## config.mk

```make
export PLATFORM = sky130hd
export DESIGN_NAME = hazard_ctrl
export DESIGN_NICKNAME = d
export VERILOG_FILES = /design/src/rtl/cpu_types_pkg.sv /design/src/rtl/sat_counter.sv /design/src/rtl/hazard_ctrl.sv
export SDC_FILE = /design/constraint.sdc
export NUM_CORES = 1
export LEC_CHECK = 0
export CORE_UTILIZATION = 47
export CTS_BUF_LIST = sky130_fd_sc_hd__clkbuf_16
export DETAILED_ROUTE_END_ITERATION = 10
export PLACE_DENSITY = 0.85
export SYNTH_ARGS = -nofsm -noshare
export SYNTH_HDL_FRONTEND = slang
export SYNTH_SLANG_ARGS = --single-unit
```

## constraint.sdc

```tcl
create_clock -name CLK -period 4.3 [get_ports CLK]
set_input_delay 0.86 -clock CLK [delete_from_list [all_inputs] [get_ports CLK]]
set_output_delay 0.86 -clock CLK [all_outputs]
set_load 0.02 [all_outputs]
```

## src/rtl/cpu_types_pkg.sv

```systemverilog
// Shared pipeline control types for the MIPS datapath.
// PC source select, hazard FSM states and resolve-stage control bundle.
package cpu_types_pkg;

  typedef enum logic [1:0] {
    PC_SEQ = 2'b00,
    PC_BR  = 2'b01,
    PC_JMP = 2'b10,
    PC_JR  = 2'b11
  } pc_sel_t;

  typedef enum logic [1:0] {
    RUN   = 2'b00,
    MDONE = 2'b01,
    HALT  = 2'b10
  } hzd_state_t;

  typedef struct packed {
    logic jal;
    logic jreg;
    logic jump;
    logic bne;
    logic beq;
    logic zero;
  } ctl_resolve_t;

endpackage

```

## src/rtl/sat_counter.sv

```systemverilog
// Saturating up-counter used for pipeline statistics.
module sat_counter #(
  parameter int CNT_W = 16
) (
  input  logic             CLK,
  input  logic             nRST,
  input  logic             inc,
  output logic [CNT_W-1:0] count
);

  always_ff @(posedge CLK or negedge nRST) begin
    if (!nRST) begin
      count <= '0;
    end else if (inc && (count != '1)) begin
      count <= count + 1'b1;
    end
  end

endmodule

```

## src/rtl/hazard_ctrl.sv

```systemverilog
// Pipeline hazard controller: control-transfer flush, load-use
// bubbles, split imem/dmem handshake tracking, halt and statistics.
module hazard_ctrl
  import cpu_types_pkg::*;
#(
  parameter int NUM_STAGES    = 5,
  parameter int RESOLVE_STAGE = 3,
  parameter int LU_BUBBLES    = 1,
  parameter int REG_W         = 5,
  parameter int CNT_W         = 16
) (
  input  logic                  CLK,
  input  logic                  nRST,
  input  logic                  ihit,
  input  logic                  dhit,
  input  logic                  mem_ren,
  input  logic                  mem_wen,
  input  logic                  rs_valid,
  input  logic                  jal,
  input  logic                  jreg,
  input  logic                  jump,
  input  logic                  beq,
  input  logic                  bne,
  input  logic                  zero,
  input  logic [REG_W-1:0]      id_rs,
  input  logic [REG_W-1:0]      id_rt,
  input  logic                  ex_memread,
  input  logic [REG_W-1:0]      ex_wsel,
  input  logic                  wb_halt,
  output logic [NUM_STAGES-2:0] en,
  output logic [NUM_STAGES-2:0] flush,
  output logic                  pc_en,
  output logic [1:0]            pc_sel,
  output logic                  dmem_mask,
  output logic                  halted,
  output logic [CNT_W-1:0]      stall_cnt,
  output logic [CNT_W-1:0]      flush_cnt
);

  localparam int NL = NUM_STAGES - 1;
  localparam int LW = (LU_BUBBLES > 1) ? $clog2(LU_BUBBLES) : 1;

  hzd_state_t   state;
  hzd_state_t   state_nx;
  ctl_resolve_t ctl;
  pc_sel_t      sel;
  logic         macc;
  logic         adv;
  logic         taken;
  logic         luh;
  logic         lu_busy;
  logic         stall_inc;
  logic         flush_inc;
  logic [LW-1:0] lu_cnt;
  logic [NL-1:0] tk_flush;

  assign ctl     = {jal, jreg, jump, bne, beq, zero};
  assign macc    = mem_ren | mem_wen;
  assign taken   = rs_valid & (ctl.jump | ctl.jal | ctl.jreg |
                   (ctl.beq & ctl.zero) | (ctl.bne & ~ctl.zero));
  assign luh     = ex_memread & (ex_wsel != '0) &
                   ((ex_wsel == id_rs) | (ex_wsel == id_rt));
  assign lu_busy = (lu_cnt != '0);

  always_ff @(posedge CLK or negedge nRST) begin
    if (!nRST) begin
      state <= RUN;
    end else begin
      state <= state_nx;
    end
  end

  always_comb begin
    state_nx = state;
    unique case (state)
      RUN:     if (macc && dhit && !ihit) state_nx = MDONE;
      MDONE:   if (ihit) state_nx = RUN;
      HALT:    state_nx = HALT;
      default: state_nx = RUN;
    endcase
    if (wb_halt) state_nx = HALT;
  end

  // adv is gated by nRST so every output drops the moment reset asserts
  always_comb begin
    adv       = 1'b0;
    dmem_mask = 1'b0;
    halted    = 1'b0;
    unique case (state)
      RUN:   adv = nRST & ihit & (~macc | dhit);
      MDONE: begin
        adv       = nRST & ihit;
        dmem_mask = 1'b1;
      end
      HALT:  halted = 1'b1;
      default: ;
    endcase
  end

  always_comb begin
    tk_flush = '0;
    for (int i = 0; i < NL; i++) begin
      tk_flush[i] = (i < RESOLVE_STAGE);
    end
  end

  always_comb begin
    en    = '0;
    flush = '0;
    pc_en = 1'b0;
    unique case (1'b1)
      adv & taken: begin
        en    = '1;
        flush = tk_flush;
        pc_en = 1'b1;
      end
      adv & ~taken & (luh | lu_busy): begin
        en       = '1;
        en[0]    = 1'b0;
        flush[1] = 1'b1;
      end
      adv & ~taken & ~luh & ~lu_busy: begin
        en    = '1;
        pc_en = 1'b1;
      end
      default: ;
    endcase
  end

  always_comb begin
    sel = PC_SEQ;
    unique case (1'b1)
      nRST & taken & ctl.jreg:
        sel = PC_JR;
      nRST & taken & ~ctl.jreg & (ctl.jump | ctl.jal):
        sel = PC_JMP;
      nRST & taken & ~ctl.jreg & ~(ctl.jump | ctl.jal):
        sel = PC_BR;
      default: ;
    endcase
  end

  assign pc_sel = sel;

  always_ff @(posedge CLK or negedge nRST) begin
    if (!nRST) begin
      lu_cnt <= '0;
    end else if (adv) begin
      if (taken) begin
        lu_cnt <= '0;
      end else if (lu_busy) begin
        lu_cnt <= lu_cnt - 1'b1;
      end else if (luh) begin
        lu_cnt <= LW'(LU_BUBBLES - 1);
      end
    end
  end

  assign stall_inc = (state != HALT) & ~pc_en;
  assign flush_inc = adv & taken;

  sat_counter #(.CNT_W(CNT_W)) u_stall (
    .CLK   (CLK),
    .nRST  (nRST),
    .inc   (stall_inc),
    .count (stall_cnt)
  );

  sat_counter #(.CNT_W(CNT_W)) u_flush (
    .CLK   (CLK),
    .nRST  (nRST),
    .inc   (flush_inc),
    .count (flush_cnt)
  );

endmodule

```

-- Word-level counts from Yosys, hierarchy flattened
Index checks and enable logic that the tools add are counted.
Widths: inputs -> output; s select.
- flip-flop bits (word level): 35
- input port bits: 30
- output and inout port bits: 45
- logic and storage cells: 75
- add/sub/neg operators: 3
- eq/ne operators: 9
- mux-type cells: 15
- bitwise operators: 34
- reductions and logical operators: 10
- operators by type and width (kind ; count):
    $add 16x1->16 const B ; 2
    $ne 16x16->1 const B ; 2
    $and 1x1->1 ; 18
    $pmux 2 s3 ; 2
    $eq 5x5->1 ; 2
    $mux 1 ; 8
    $not 1->1 ; 8
    $or 1x1->1 ; 8
    $pmux 4 s2 ; 1
    $mux 2 ; 3
    $ne 3x3->1 const B ; 2
    $reduce_bool 5->1 ; 1
    $logic_and 1x1->1 ; 4
    $reduce_or 2->1 ; 2
    $eq 2x1->1 const B ; 1
    $eq 2x2->1 const B ; 1
    $logic_not 2->1 ; 1
    $ne 2x2->1 const B ; 1
    $pmux 1 s2 ; 1
    $reduce_and 2->1 ; 1
    $logic_not 1->1 ; 1
    $sub 1x1->1 const B ; 1

-- Depth between registers and ports, before layout
- depth in word-level cells: 14
- gate-level depth with buffers: 8
- mapped depth without buffers: 7

-- Cells and area by module
Synthesis repeated with hierarchy kept, for this count alone.
- cell total of the unflattened synthesis: 195
- area, all modules: 2092.0 µm²
- by module, submodules not included (module ; times used ; cells each ; area each (µm²) ; sequential area each (µm²)):
    sat_counter ; 2 ; 72 ; 859.6 ; 400.4
    hazard_ctrl ; 1 ; 51 ; 372.9 ; 50.0

-- Least setup slack after synthesis
No wires, ideal clock.
- path kind: input-to-output
- start point: in ex_wsel[1]
- end point: out en[0]
- arrival: 2.246 ns
- data required time: 3.440 ns
- setup slack: 1.194 ns
- cell stages on the path: 5
- buffers on the path: 1
- path through: or4_1 -> o21ai_2 -> nor2b_1 -> a21oi_1 -> buf_4
- cells in the longest elaborated chain, start to end: 8
- elaborated cells on any way between the ends: 13
- those cells by class: eq/ne (2); mux (1); bitwise (8); reduce/logical (2)
- RTL lines (what ; RTL line ; text):
    start: declaration ; hazard_ctrl.sv:28 ; input logic [REG_W-1:0] ex_wsel,
    $eq 5x5->1 / $reduce_bool 5->1 (equally long branches) ; hazard_ctrl.sv:62, hazard_ctrl.sv:61 ;
    $or 1x1->1 / $and 1x1->1 (equally long branches) ; hazard_ctrl.sv:62, hazard_ctrl.sv:61 ;
    $and 1x1->1 (*) ; hazard_ctrl.sv:61 ; assign luh = ex_memread & (ex_wsel != '0) &
    $not 1->1 ; hazard_ctrl.sv:122 ; adv & ~taken & ~luh & ~lu_busy: begin
    $and 1x1->1 (2 in series) ; hazard_ctrl.sv:122 ;
    $reduce_or 2->1 (no source line) ; -- ;
    $pmux 4 s2 (*) ; hazard_ctrl.sv:111 ; unique case (1'b1)
    end: declaration ; hazard_ctrl.sv:30 ; output logic [NUM_STAGES-2:0] en,
Mark *: on every way between the ends. The rest lies on a longest branch, timed or not.

-- Final worst setup path
- start point: in ex_wsel[2]
- end point: out pc_en
- cells in the longest elaborated chain, start to end: 8
- elaborated cells on any way between the ends: 11
- those cells by class: eq/ne (2); mux (1); bitwise (6); reduce/logical (2)
- RTL lines (what ; RTL line ; text):
    $eq 5x5->1 / $reduce_bool 5->1 (equally long branches) ; hazard_ctrl.sv:62, hazard_ctrl.sv:61 ;
    $or 1x1->1 / $and 1x1->1 (equally long branches) ; hazard_ctrl.sv:62, hazard_ctrl.sv:61 ;
    $and 1x1->1 (*) ; hazard_ctrl.sv:61 ;
    $not 1->1 (*) ; hazard_ctrl.sv:122 ;
    $and 1x1->1 (*) (2 in series) ; hazard_ctrl.sv:122 ;
    $reduce_or 2->1 (no source line) (*) ; -- ;
    $mux 1 (*) ; hazard_ctrl.sv:111 ;
    end: declaration ; hazard_ctrl.sv:32 ; output logic pc_en,
Marked as above.

==> run_results.csv <==
group,metric,value,unit
run_status,status,"complete, no violations",
logic_synthesis,synth_area_per_cell,10.6,sq um
power_and_ir_drop,p_int,622,uW
power_and_ir_drop,leakage,0.00114,uW
drt,drtPass1Iterations,4,
timing,rsz0062_at_grt,"false",
placement,post-place-cells,299,
drt,routed_via_density,5.26,
critical_path,r2r-start,"state[1]$_DFFE_PN0P_",
cells_and_area,syn2layout_area_growth,45.2,%
cells_and_area,final_cell_count_no_fill,307,
logic_synthesis,yosysTopAreaCellShare,0.438,
die,die_height,66.3,um
die,fp.dieArea,4400,sq um
timing,worst_slew_margin_rel,0.455,
flow_run,maxCapViolations,0,
power_and_ir_drop,p_clk_frac,0.397,
hold_path,whs_path_depth,1,
placement,portBuffers,73,
timing,slew_viol_final,0,
placement,place_congestion,0.765,
cells_and_area,n_antenna_cell,0,
logic_synthesis,synthSimpleGateAreaFrac,0.256,
die,rows,23,
die,ioPinCount,75,
logic_synthesis,synth-edff-count,0,
critical_path,crit_path_max_fanout,3,
cells_and_area,finalNetCount,288,
power_and_ir_drop,p_seq_frac,0.425,
clock_network,cts_buffer_depth,2,
cells_and_area,design_area,2820,sq um
clock_network,cts_buffers,5,
logic_synthesis,synth_largest_area_cell,"dfrtp_1",
timing,period_minus_slack,3800,ps
clock_network,hold_buffers,0,
logic_synthesis,synth_compound_area_frac,0.0515,
timing,worst_pin_slew,818,ps
clock_network,cts_tree,"yes",
timing,hold_viol,0,
clock_network,clock_sinks,34,
critical_path,r2r.worst_path.cells,7,
logic_synthesis,synthesis.nets,215,
clock_network,clk_latency,280,ps
drt,drc,0,
logic_synthesis,synth_common_cells,"dfrtp_1, xnor2_1, xor2_1",
placement,placed_cell_area,2680,sq um
logic_synthesis,yosysMostFrequentCell,"dfrtp_1",
timing,fin_skew,3.07,ps
global_routing,grt_pass1_wl,7.09,mm
logic_synthesis,synth_top_family_by_area,"simple AND/OR/NAND/NOR gates",
critical_path,worstSetupPathType,"input pin to primary output",
power_and_ir_drop,pwr-share-comb,0.178,
power_and_ir_drop,p_switching,213,uW
timing,setup-tns-final,0,ps
logic_synthesis,ys_seq_area_frac,0.438,
timing,whs,489,ps
logic_synthesis,synth_mux_area_frac,0.0174,
global_routing,grt_remaining_overflow,0,
placement,hpwl,3.30,mm
clock_network,cts_resized,0,
critical_path,reg2reg_slack,2120,ps
drt,drt-total-wl,4.36,mm
power_and_ir_drop,p_per_area,296,nW/um^2
die,coreArea,3970,sq um
logic_synthesis,synthTopCellsByArea,"dfrtp_1, xnor2_1, xor2_1, nor4_4, nand2_1",
logic_synthesis,synth-xor-area-share,0.180,
global_routing,antenna_found_initial,0,
critical_path,endpoint_kind,"primary output",
critical_path,critical_path_arrival,2940,ps
timing,max_clock_freq,0.263,GHz
power_and_ir_drop,ir_drop,0.000244,V
logic_synthesis,synth_cell_type_count,43,
hold_path,hp-start,"state[1]$_DFFE_PN0P_",
clock_network,postCtsSetupBuffers,0,
logic_synthesis,ys_ff_latch,34,
power_and_ir_drop,switching_share,0.255,
drt,wl_per_cell,14.2,um
cells_and_area,drive_above_1_share,0.0934,
critical_path,crit_required,3440,ps
logic_synthesis,synthFlopType,"dfrtp_1",
clock_network,htreeDepth,2,
global_routing,grt_pass1_vias,1583,
die,start_util,0.489,
drt,vias,1614,
logic_synthesis,async_flop_share,1.00,
global_routing,groute.usage.overall,0.219,
drt,antenna_left,0,
critical_path,crit_path_start_kind,"input pin",
timing,setup_viol_count_final,0,
clock_network,root_buffer,"clkbuf_16",
critical_path,cp-startpoint,"ex_wsel[2]",
logic_synthesis,synth.cell_area,1940,sq um
die,dieWidth,66.3,um
logic_synthesis,synthAdderAreaFrac,0.0129,
timing,min_period_over_period,0.885,
logic_synthesis,ys_warn_count,0,
hold_path,hold_class,"flop to flop",
logic_synthesis,syn_inst,183,
drt,drt_iter0_markers,70,
global_routing,grt_max_degree,37,
clock_network,clk_pin_slew,50,ps
## cells in the final DEF (no fill, tap or decap), drive strengths merged, types with 3 or more instances in the layout
cell            n
a21oi           4
and3            9
clkbuf          5
clkdlybuf4s50  73
dfrtp          34
inv             7
mux2            3
nand2          15
nand3           9
nand4           5
nor2           12
nor2b           3
nor3            3
nor4            5
nor4b           3
o21ai           4
xnor2          23
xor2           17
## flip-flops by register name, summed over array words and instances (netlist names)
signal / cells
u_flush.count: 16
u_stall.count: 16
state: 2
## worst paths after layout
kind	endpoint
max	pc_en
min	state[0]$_DFFE_PN0P_
max reg2reg	u_stall.count[1]$_DFFE_PN0P_
min reg2reg	state[0]$_DFFE_PN0P_
max in group asynchronous	u_flush.count[0]$_DFFE_PN0P_
min in group asynchronous	u_stall.count[14]$_DFFE_PN0P_
## routing by layer
| layer | vias up | share of wire | track usage |
|---|---|---|---|
| li1 | 775 | - | - |
| met1 | 779 | 0.41 | 0.243 |
| met2 | 54 | 0.52 | 0.393 |
| met3 | 6 | 0.057 | 0.0586 |
| met4 | 0 | 0.017 | 0.0878 |
| met5 | - | 0 | 0 |
## stage by stage
stage	worst slack, ps	power, uW	utilization
after floorplan	1190	427	-
after global placement	515	504	0.676
after detailed placement	487	511	0.676
after CTS	496	846	0.710
after global routing	442	873	0.710
final	495	834	0.710
## cell type report
class / count / area, sq um
fill: 314 / 1150
multi-input combinational: 135 / 1010
sequential: 34 / 851
timing repair buffer: 74 / 738
clock buffer: 5 / 125
tap: 50 / 62.6
inverter: 6 / 22.5
clock inverter: 3 / 12.5
## cells by family (layout without fill, tap and decap cells)
kind of cell,count (synthesis),count (layout)
XOR/XNOR,40,40
AND/OR/NAND/NOR,77,77
adder cells (fa/ha/maj),2,2
other,1,1
flip-flops,34,34
buffers and inverters,14,88
multiplexers,3,3
AO/OA/AOI/OAI,12,12
## worst max-delay path, stage by stage
cell,delay [ps]
clkdlybuf4s50_1,480
or4_1,550
o21ai_2,170
nor2b_1,60
a21oi_1,190
clkdlybuf4s50_1,640
## power groups by stage
stage	clock, uW	combinational, uW	sequential [uW]
detailed placement	0	150	361
floorplan	0	52.4	375
CTS	340	151	356
global placement	0	145	359
finish	331	149	355
global route	353	161	359
Note: power is estimated with default switching activity, not from simulation.
